### config.mk
export PLATFORM = sky130hd
export DESIGN_NAME = sram64kb_ctrl_flat
export DESIGN_NICKNAME = d
export VERILOG_FILES = /design/src/rtl/sram64kb_ctrl_if.sv /design/src/rtl/sram64kb_ctrl.sv /design/src/flat_wrapper.sv
export SDC_FILE = /design/constraint.sdc
export NUM_CORES = 1
export LEC_CHECK = 0
export CORE_MARGIN = 3
export CORE_UTILIZATION = 35
export CTS_CLUSTER_SIZE = 25
export DETAILED_ROUTE_END_ITERATION = 8
export MAX_ROUTING_LAYER = met4
export PLACE_DENSITY_LB_ADDON = 0.15
export SYNTH_ARGS = -nofsm -noshare
export SYNTH_HDL_FRONTEND = slang
export SYNTH_SLANG_ARGS = --single-unit
### constraint.sdc
create_clock -name CLK -period 2.1 [get_ports CLK]
set_clock_uncertainty 0.05 [all_clocks]
set_input_delay 0.42 -clock CLK [delete_from_list [all_inputs] [get_ports CLK]]
set_output_delay 0.42 -clock CLK [all_outputs]
set_load 0.02 [all_outputs]
### src/rtl/sram64kb_ctrl_if.sv
// sram64kb_ctrl_if: request/response channels and array pins of the SRAM64KB sequencer
interface sram64kb_ctrl_if;
  logic        REQ0_VALID, REQ0_READY, REQ0_WE;
  logic [13:0] REQ0_ADDR;
  logic [7:0]  REQ0_WDATA;
  logic        REQ1_VALID, REQ1_READY, REQ1_WE;
  logic [13:0] REQ1_ADDR;
  logic [7:0]  REQ1_WDATA;
  logic        RSP0_VALID, RSP1_VALID;
  logic [7:0]  RSP0_RDATA, RSP1_RDATA;
  logic [9:0]  MEM_ADDR;
  logic        MEM_CE, MEM_WEB;
  logic [15:0] MEM_OEB, MEM_CSB;
  logic [7:0]  MEM_IDATA, MEM_ODATA;
  logic [3:0]  MEM_ODATA_SELECT;
  modport master (
    output REQ0_VALID, REQ0_WE, REQ0_ADDR, REQ0_WDATA,
    output REQ1_VALID, REQ1_WE, REQ1_ADDR, REQ1_WDATA, MEM_ODATA,
    input  REQ0_READY, REQ1_READY, RSP0_VALID, RSP1_VALID, RSP0_RDATA, RSP1_RDATA,
    input  MEM_ADDR, MEM_CE, MEM_WEB, MEM_OEB, MEM_CSB, MEM_IDATA, MEM_ODATA_SELECT
  );
  modport slave (
    input  REQ0_VALID, REQ0_WE, REQ0_ADDR, REQ0_WDATA,
    input  REQ1_VALID, REQ1_WE, REQ1_ADDR, REQ1_WDATA, MEM_ODATA,
    output REQ0_READY, REQ1_READY, RSP0_VALID, RSP1_VALID, RSP0_RDATA, RSP1_RDATA,
    output MEM_ADDR, MEM_CE, MEM_WEB, MEM_OEB, MEM_CSB, MEM_IDATA, MEM_ODATA_SELECT
  );
endinterface

### src/rtl/sram64kb_ctrl.sv
// sram64kb_ctrl: round-robin two-requester byte sequencer for the 16x1024x8 SRAM64KB array
module sram64kb_ctrl (
  input  logic          CLK,
  input  logic          RST,
  sram64kb_ctrl_if.slave bus
);
  typedef enum logic [1:0] {IDLE, SETUP, STROBE, READ} state_t;
  state_t state_q, state_d;
  logic ptr_q, ptr_d, own_q, own_d, we_q, we_d;
  logic [13:0] addr_q, addr_d;
  logic [7:0] wdata_q, wdata_d, idata_q, idata_d;
  logic ce_q, ce_d, web_q, web_d;
  logic [15:0] csb_q, csb_d, oeb_q, oeb_d, bank_hot;
  logic [9:0] row_q, row_d;
  logic [3:0] sel_q, sel_d;
  logic [1:0] rsp_v_q, rsp_v_d;
  logic [1:0][7:0] rdata_q, rdata_d;
  logic g0, g1, busy;
  always_comb begin
    g0 = bus.REQ0_VALID & (~bus.REQ1_VALID | ~ptr_q);
    g1 = bus.REQ1_VALID & (~bus.REQ0_VALID | ptr_q);
    state_d = state_q;
    ptr_d = ptr_q;
    own_d = own_q;
    we_d = we_q;
    addr_d = addr_q;
    wdata_d = wdata_q;
    rsp_v_d = '0;
    rdata_d = rdata_q;
    case (state_q)
      IDLE: if (g0 | g1) begin
        state_d = SETUP;
        own_d = g1;
        we_d = g1 ? bus.REQ1_WE : bus.REQ0_WE;
        addr_d = g1 ? bus.REQ1_ADDR : bus.REQ0_ADDR;
        wdata_d = g1 ? bus.REQ1_WDATA : bus.REQ0_WDATA;
        // the pointer only moves when both requesters were contending
        ptr_d = (bus.REQ0_VALID & bus.REQ1_VALID) ? g0 : ptr_q;
      end
      SETUP: state_d = STROBE;
      STROBE: begin
        state_d = we_q ? IDLE : READ;
        rsp_v_d[own_q] = we_q;
        rdata_d[own_q] = we_q ? 8'h00 : rdata_q[own_q];
      end
      READ: begin
        state_d = IDLE;
        rsp_v_d[own_q] = 1'b1;
        rdata_d[own_q] = bus.MEM_ODATA;
      end
      default: state_d = IDLE;
    endcase
    // pins are registered, so they are derived from the state being entered
    busy = state_d != IDLE;
    bank_hot = 16'b1 << addr_d[13:10];
    row_d = busy ? addr_d[9:0] : '0;
    csb_d = busy ? ~bank_hot : '1;
    oeb_d = state_d == READ ? ~bank_hot : '1;
    web_d = ~(busy & we_d);
    idata_d = (busy & we_d) ? wdata_d : '0;
    sel_d = busy ? addr_d[13:10] : '0;
    ce_d = state_d == STROBE;
  end
  always_ff @(posedge CLK) begin
    if (RST) begin
      state_q <= IDLE;
      ptr_q <= 1'b0;
      own_q <= 1'b0;
      we_q <= 1'b0;
      addr_q <= '0;
      wdata_q <= '0;
      ce_q <= 1'b0;
      web_q <= 1'b1;
      csb_q <= '1;
      oeb_q <= '1;
      row_q <= '0;
      idata_q <= '0;
      sel_q <= '0;
      rsp_v_q <= '0;
      rdata_q <= '0;
    end else begin
      state_q <= state_d;
      ptr_q <= ptr_d;
      own_q <= own_d;
      we_q <= we_d;
      addr_q <= addr_d;
      wdata_q <= wdata_d;
      ce_q <= ce_d;
      web_q <= web_d;
      csb_q <= csb_d;
      oeb_q <= oeb_d;
      row_q <= row_d;
      idata_q <= idata_d;
      sel_q <= sel_d;
      rsp_v_q <= rsp_v_d;
      rdata_q <= rdata_d;
    end
  end
  assign bus.REQ0_READY = (state_q == IDLE) & g0 & ~RST;
  assign bus.REQ1_READY = (state_q == IDLE) & g1 & ~RST;
  assign bus.RSP0_VALID = rsp_v_q[0];
  assign bus.RSP1_VALID = rsp_v_q[1];
  assign bus.RSP0_RDATA = rdata_q[0];
  assign bus.RSP1_RDATA = rdata_q[1];
  assign bus.MEM_ADDR = row_q;
  assign bus.MEM_CE = ce_q;
  assign bus.MEM_WEB = web_q;
  assign bus.MEM_CSB = csb_q;
  assign bus.MEM_OEB = oeb_q;
  assign bus.MEM_IDATA = idata_q;
  assign bus.MEM_ODATA_SELECT = sel_q;
endmodule

### src/flat_wrapper.sv
// flat-port wrapper written by rule: the top's interface ports become plain ports
module sram64kb_ctrl_flat 
  (CLK, RST, bus_REQ0_VALID, bus_REQ0_WE, bus_REQ0_ADDR, bus_REQ0_WDATA, bus_REQ1_VALID, bus_REQ1_WE, bus_REQ1_ADDR, bus_REQ1_WDATA, bus_MEM_ODATA, bus_REQ0_READY, bus_REQ1_READY, bus_RSP0_VALID, bus_RSP1_VALID, bus_RSP0_RDATA, bus_RSP1_RDATA, bus_MEM_ADDR, bus_MEM_CE, bus_MEM_WEB, bus_MEM_OEB, bus_MEM_CSB, bus_MEM_IDATA, bus_MEM_ODATA_SELECT);
  sram64kb_ctrl_if bus_i ();
  input  logic CLK;
  input  logic RST;
  input wire logic [$bits(bus_i.REQ0_VALID)-1:0] bus_REQ0_VALID;
  input wire logic [$bits(bus_i.REQ0_WE)-1:0] bus_REQ0_WE;
  input wire logic [$bits(bus_i.REQ0_ADDR)-1:0] bus_REQ0_ADDR;
  input wire logic [$bits(bus_i.REQ0_WDATA)-1:0] bus_REQ0_WDATA;
  input wire logic [$bits(bus_i.REQ1_VALID)-1:0] bus_REQ1_VALID;
  input wire logic [$bits(bus_i.REQ1_WE)-1:0] bus_REQ1_WE;
  input wire logic [$bits(bus_i.REQ1_ADDR)-1:0] bus_REQ1_ADDR;
  input wire logic [$bits(bus_i.REQ1_WDATA)-1:0] bus_REQ1_WDATA;
  input wire logic [$bits(bus_i.MEM_ODATA)-1:0] bus_MEM_ODATA;
  output wire logic [$bits(bus_i.REQ0_READY)-1:0] bus_REQ0_READY;
  output wire logic [$bits(bus_i.REQ1_READY)-1:0] bus_REQ1_READY;
  output wire logic [$bits(bus_i.RSP0_VALID)-1:0] bus_RSP0_VALID;
  output wire logic [$bits(bus_i.RSP1_VALID)-1:0] bus_RSP1_VALID;
  output wire logic [$bits(bus_i.RSP0_RDATA)-1:0] bus_RSP0_RDATA;
  output wire logic [$bits(bus_i.RSP1_RDATA)-1:0] bus_RSP1_RDATA;
  output wire logic [$bits(bus_i.MEM_ADDR)-1:0] bus_MEM_ADDR;
  output wire logic [$bits(bus_i.MEM_CE)-1:0] bus_MEM_CE;
  output wire logic [$bits(bus_i.MEM_WEB)-1:0] bus_MEM_WEB;
  output wire logic [$bits(bus_i.MEM_OEB)-1:0] bus_MEM_OEB;
  output wire logic [$bits(bus_i.MEM_CSB)-1:0] bus_MEM_CSB;
  output wire logic [$bits(bus_i.MEM_IDATA)-1:0] bus_MEM_IDATA;
  output wire logic [$bits(bus_i.MEM_ODATA_SELECT)-1:0] bus_MEM_ODATA_SELECT;
  assign bus_i.REQ0_VALID = bus_REQ0_VALID;
  assign bus_i.REQ0_WE = bus_REQ0_WE;
  assign bus_i.REQ0_ADDR = bus_REQ0_ADDR;
  assign bus_i.REQ0_WDATA = bus_REQ0_WDATA;
  assign bus_i.REQ1_VALID = bus_REQ1_VALID;
  assign bus_i.REQ1_WE = bus_REQ1_WE;
  assign bus_i.REQ1_ADDR = bus_REQ1_ADDR;
  assign bus_i.REQ1_WDATA = bus_REQ1_WDATA;
  assign bus_i.MEM_ODATA = bus_MEM_ODATA;
  assign bus_REQ0_READY = bus_i.REQ0_READY;
  assign bus_REQ1_READY = bus_i.REQ1_READY;
  assign bus_RSP0_VALID = bus_i.RSP0_VALID;
  assign bus_RSP1_VALID = bus_i.RSP1_VALID;
  assign bus_RSP0_RDATA = bus_i.RSP0_RDATA;
  assign bus_RSP1_RDATA = bus_i.RSP1_RDATA;
  assign bus_MEM_ADDR = bus_i.MEM_ADDR;
  assign bus_MEM_CE = bus_i.MEM_CE;
  assign bus_MEM_WEB = bus_i.MEM_WEB;
  assign bus_MEM_OEB = bus_i.MEM_OEB;
  assign bus_MEM_CSB = bus_i.MEM_CSB;
  assign bus_MEM_IDATA = bus_i.MEM_IDATA;
  assign bus_MEM_ODATA_SELECT = bus_i.MEM_ODATA_SELECT;
  sram64kb_ctrl u_core (.CLK(CLK), .RST(RST), .bus(bus_i));
endmodule
* Word-level counts from Yosys, hierarchy flattened
Cells that the tools add are included.
Word-level totals: ROM bits 0, input port bits 58, flip-flop bits (word level) 101, bits in latches 0, memories 0, RAM bits 0, output and inout port bits 76
Cells by class: shifts and indexed selects 1, magnitude comparators 2, add/subtract/negate cells 0, equal/unequal tests 5, bitwise gates (word level) 20, muxes and demuxes 23, $mul 0, divide/modulo/power cells 0, reductions and logical operators 9
Operators with widths (count):
- $mux W8 | 7
- $mux W14 | 3
- $bwmux W16 | 2
- $pmux W16 S2 | 1
- $not A16 Y16 | 1
- $shl A1 B4 Y16 const A | 1
- $and A1 B1 Y1 | 8
- $demux W8 S1 | 1
- $eq A2 B2 Y1 const B | 4
- $pmux W2 S4 | 1
- $not A1 Y1 | 7
- $reduce_or A2 Y1 | 3
- $mux W1 | 4
- $mux W2 | 2
- $pmux W2 S2 | 1
- $reduce_bool A2 Y1 | 2
- $or A1 B1 Y1 | 3
- $reduce_and A3 Y1 | 1
- $and A2 B2 Y2 | 1
- $eq A2 B1 Y1 const B | 1
- $logic_not A2 Y1 | 1
- $lt A1 B2 Y1 const B | 1
- $reduce_and A2 Y1 | 1
- $demux W1 S1 | 1
- other kinds (2) | 2

* Longest topological paths before layout
depth after elaboration 10, depth in mapped cells 8

* Worst setup path after synthesis
No wires, ideal clock.
path type flip-flop to output port, start point register u_core.state_q[1], end point output bus_REQ0_READY, path buffers 2, slack -0.262 ns, arrival time 1.892 ns, cell stages (with the launch flop) 5, path through dfxtp_1 buf_2 or2_1 buf_4 a2111oi_0
On the way: cells in the longest elaborated chain, start to end 3
RTL lines:
- start, declared | line sram64kb_ctrl.sv:8 | state_t state_q, state_d;
- start signal, assigned | line sram64kb_ctrl.sv:82 | state_q <= state_d;
- $logic_not A2 Y1 | line sram64kb_ctrl.sv:99 | assign bus.REQ0_READY = (state_q == IDLE) & g0 & ~RST;
- $and A1 B1 Y1 (2 in series) | line sram64kb_ctrl.sv:99
- end, declared | line flat_wrapper.sv:16 | output wire logic [$bits(bus_i.REQ0_READY)-1:0] bus_REQ0_READY;
Every way passes these cells.

* Worst setup path after layout
start point input bus_REQ0_VALID, end point register u_core.csb_q[12] (netlist: u_core.bus.MEM_CSB[12])
On the way: cells in the longest elaborated chain, start to end 9, elaborated cells on any way between the ends 15, those cells by class shift: 1; mux: 5; bitwise: 7; reduce/logical: 2
RTL lines:
- start, declared | line flat_wrapper.sv:7 | input wire logic [$bits(bus_i.REQ0_VALID)-1:0] bus_REQ0_VALID;
- $not A1 Y1 | line sram64kb_ctrl.sv:21 | g1 = bus.REQ1_VALID & (~bus.REQ0_VALID | ptr_q);
- $or A1 B1 Y1 | line sram64kb_ctrl.sv:21
- $and A1 B1 Y1 | line sram64kb_ctrl.sv:21
- $or A1 B1 Y1 | line sram64kb_ctrl.sv:31 | IDLE: if (g0 | g1) begin
- $mux W2 | line sram64kb_ctrl.sv:31
- $pmux W2 S4 | line sram64kb_ctrl.sv:30 | case (state_q)
- $reduce_bool A2 Y1 | line sram64kb_ctrl.sv:54 | busy = state_d != IDLE;
- $not A1 Y1 (no line)
- $reduce_or A2 Y1 (no line)
- end signal, assigned | line sram64kb_ctrl.sv:90 | csb_q <= csb_d;
- end, declared | line sram64kb_ctrl.sv:13 | logic [15:0] csb_q, csb_d, oeb_q, oeb_d, bank_hot;
Several ways; a longest one is shown, not always the timed one. A chain may end at the register's enable or synchronous reset.

==> run metrics <==
status finished clean; I/O pin total 134; vias in the first global route 3323; grt ovf 0; Cell Chain, Critical Path clkdlybuf4s50_1, buf_4, or2_1, buf_4, nand2_1, o31a_1, nand4_1; Hold WC Path Type in2reg; routability cong. 0.856; row count 37; CTS clk-pin slew, worst paths 100 ps; Max IR drop VDD 0.433 mV; final WL 10.0 mm; most frequent cell after synthesis dfxtp_1; # setup viols final 0; Syn Nets 425; CTS max path bufs 2; Routed Antenna Nets 0; global-route wire length before repair 16.2 mm; Synth area leader dfxtp_1; most used flip-flop cell after synthesis dfxtp_1; required time worst endpoint 2270 ps; overall routing resource usage 17.6%; max incr delay on CP 440 ps; syn avg cell area 10.3 um^2; crit-path most repeated cell buf_4; die height 110 um; clk root buf clkbuf_8; Initial Util 36.2%; max_slew headroom 64.4%; area growth from synthesis to layout 54.9%; Setup CP Type in2reg; Final nets 600; core area 0.0104 mm^2; top post-synthesis cells by area dfxtp_1, a211oi_1, mux2i_1, nor2_1, a2111oi_2; mean routed wirelength per cell 14.6 um; Crit. End Element flop; setup TNS 0 ps; die area 0.0121 mm^2; number of synthesized flops with an enable pin 0; Clk Latency, worst-skew pair 360 ps; Final min period 1990 ps; commonest cells in the netlist dfxtp_1, nor2_1, a211oi_1, mux2i_1; Num CTS Buffers 9; fmax 0.504 GHz; share of layout cells above drive strength 1 18.3%; period utilization 94.5%; cells after synthesis 367; Hold Buf Count CTS 0; Max-cap violations 0; DIE WIDTH 110 um; # DRC 0; area of the mapped netlist 0.00377 mm^2; Synth cell types 47; largest net degree at the start of global routing 25; hpwl dp 7.56 mm; CTS tree yes; Synth Register Bits 101; pwr dens 838 mW/mm^2; Synthesis Warnings 0; CTS Sinks 101; Placed Cells 667; 1st-iter DRT viols 100; Synth top area share 53.6%; Arr. time, crit path 2160 ps; Vias 3413; input/output buffers 133; number of buffers added for setup after CTS 0; P_leak 2.27 nW; Via density 5.00; worst-path maximum fanout 10; CP max stage cell clkdlybuf4s50_1; DRT Pass-1 Iters 4; pins over their slew limit 0; final non-filler cell total 683; number of antenna repair diodes 0; ys async rst share 0%; worst slew pin tran 530 ps; initial antenna violation count 0; RSZ-0062 raised after global routing false; H-tree levels 3; CP startpoint kind input port; post-synthesis sequential area ratio 53.6%; Hold Vio Cnt, Final 0
==> path summary, 6_finish.rpt <==
| check | from | end | slack (ps) | cells past startpoint |
|---|---|---|---|---|
| setup / recovery | bus_REQ0_VALID | u_core.bus.MEM_CSB[12]$_SDFF_PP1_ | 110 | 7 |
| hold reg to reg | u_core.bus.RSP0_RDATA[1]$_SDFFE_PP0P_ | u_core.bus.RSP0_RDATA[1]$_SDFFE_PP0P_ | 460 | 2 |
| setup reg to reg | u_core.state_q[0]$_SDFF_PP0_ | u_core.addr_q[0]$_SDFF_PP0_ | 280 | 7 |
| hold / removal | RST | u_core.state_q[0]$_SDFF_PP0_ | 440 | 3 |
==> layer usage <==
layer	global-route usage, %	part of all wire, %	vias up	wire length, um
li1	-	-	1726	-
met1	21.8	44	1584	4420
met2	28.7	49	94	4910
met3	4.35	5.7	9	566
met4	4.72	0.97	0	97
met5	-	0	-	0
==> cells by family after synthesis <==
logic type                Yosys count  share of synthesized area, %
buffers and inverters              33                          4.94
xor gates and xnor gates            1                         0.232
and+or+nand+nor                   108                          14.3
AOI/OAI and AO/OA                 105                          21.9
DFF                               101                          53.6
muxes                              19                          5.04
==> final cells by class <==
type | instances | area [um^2]
Inverter | 4 | 15.0
Sequential cell | 101 | 2020
Tap cell | 136 | 170
Fill cell | 966 | 4570
Clock inverter | 6 | 53.8
Timing Repair Buffer | 193 | 1830
Multi-Input combinational cell | 233 | 1610
Clock buffer | 10 | 138
==> cells in the final DEF, fill, tap and decap left out, types with 4 or more instances in the layout <==
cell type	count
nor2b_1	4
o21ai_0	6
inv_1	4
and3_1	5
a2111oi_2	9
nor2_1	46
nor3_1	6
clkbuf_8	10
o211ai_1	9
a211oi_1	30
o2111ai_1	6
buf_4	56
buf_12	5
nand2_1	6
dfxtp_1	101
nand4_1	16
clkdlybuf4s50_1	129
mux2i_1	19
a22oi_1	16
nand3_1	8
a21oi_1	8
==> what timing repair did <==
item	CTS	global route
gates resized for setup	11	8
endpoints found under the hold margin	0	0
pin swaps	0	0
setup endpoints to repair	2	19
==> stage by stage <==
stage               setup slack [ps]  hold WS, ps  power, mW  cell area (um^2)  util (%)
CTS                             17.6          398       4.94              5800      55.7
detailed placement              -433          440       3.75              5610      53.9
global route                    3.00          444       5.18              5850      56.1
finish                           115          436       4.90              5850      56.1
global placement                -400          432       3.72              5610      53.9
floorplan                       1.05          449       3.03              3770         -
==> report_power, final <==
part           switching, mW  internal [mW]  total, mW  leakage [nW]
Combinational          0.818          0.739       1.56          1.34
Sequential            0.0635           2.10       2.16         0.826
Clock                  0.690          0.487       1.18         0.101
==> state kept, by name, indices dropped and copies added, names as in the netlist <==
register	flops
u_core.wdata_q	8
u_core.own_q	1
u_core.bus.RSP1_RDATA	8
u_core.bus.MEM_ADDR	10
u_core.bus.RSP0_RDATA	8
u_core.rsp_v_q	2
u_core.we_q	1
u_core.addr_q	14
u_core.ptr_q	1
u_core.bus.MEM_ODATA_SELECT	4
u_core.bus.MEM_CE	1
u_core.bus.MEM_CSB	16
u_core.bus.MEM_WEB	1
u_core.state_q	2
u_core.bus.MEM_IDATA	8
u_core.bus.MEM_OEB	16
==> worst max-delay path, delay by kind of cell <==
kind	cells	cell delay (ps)
and+or+nand+nor	3	590
AOI/OAI and AO/OA	1	390
buffers and inverters	3	750
Note: power is estimated with default switching activity, not from simulation.
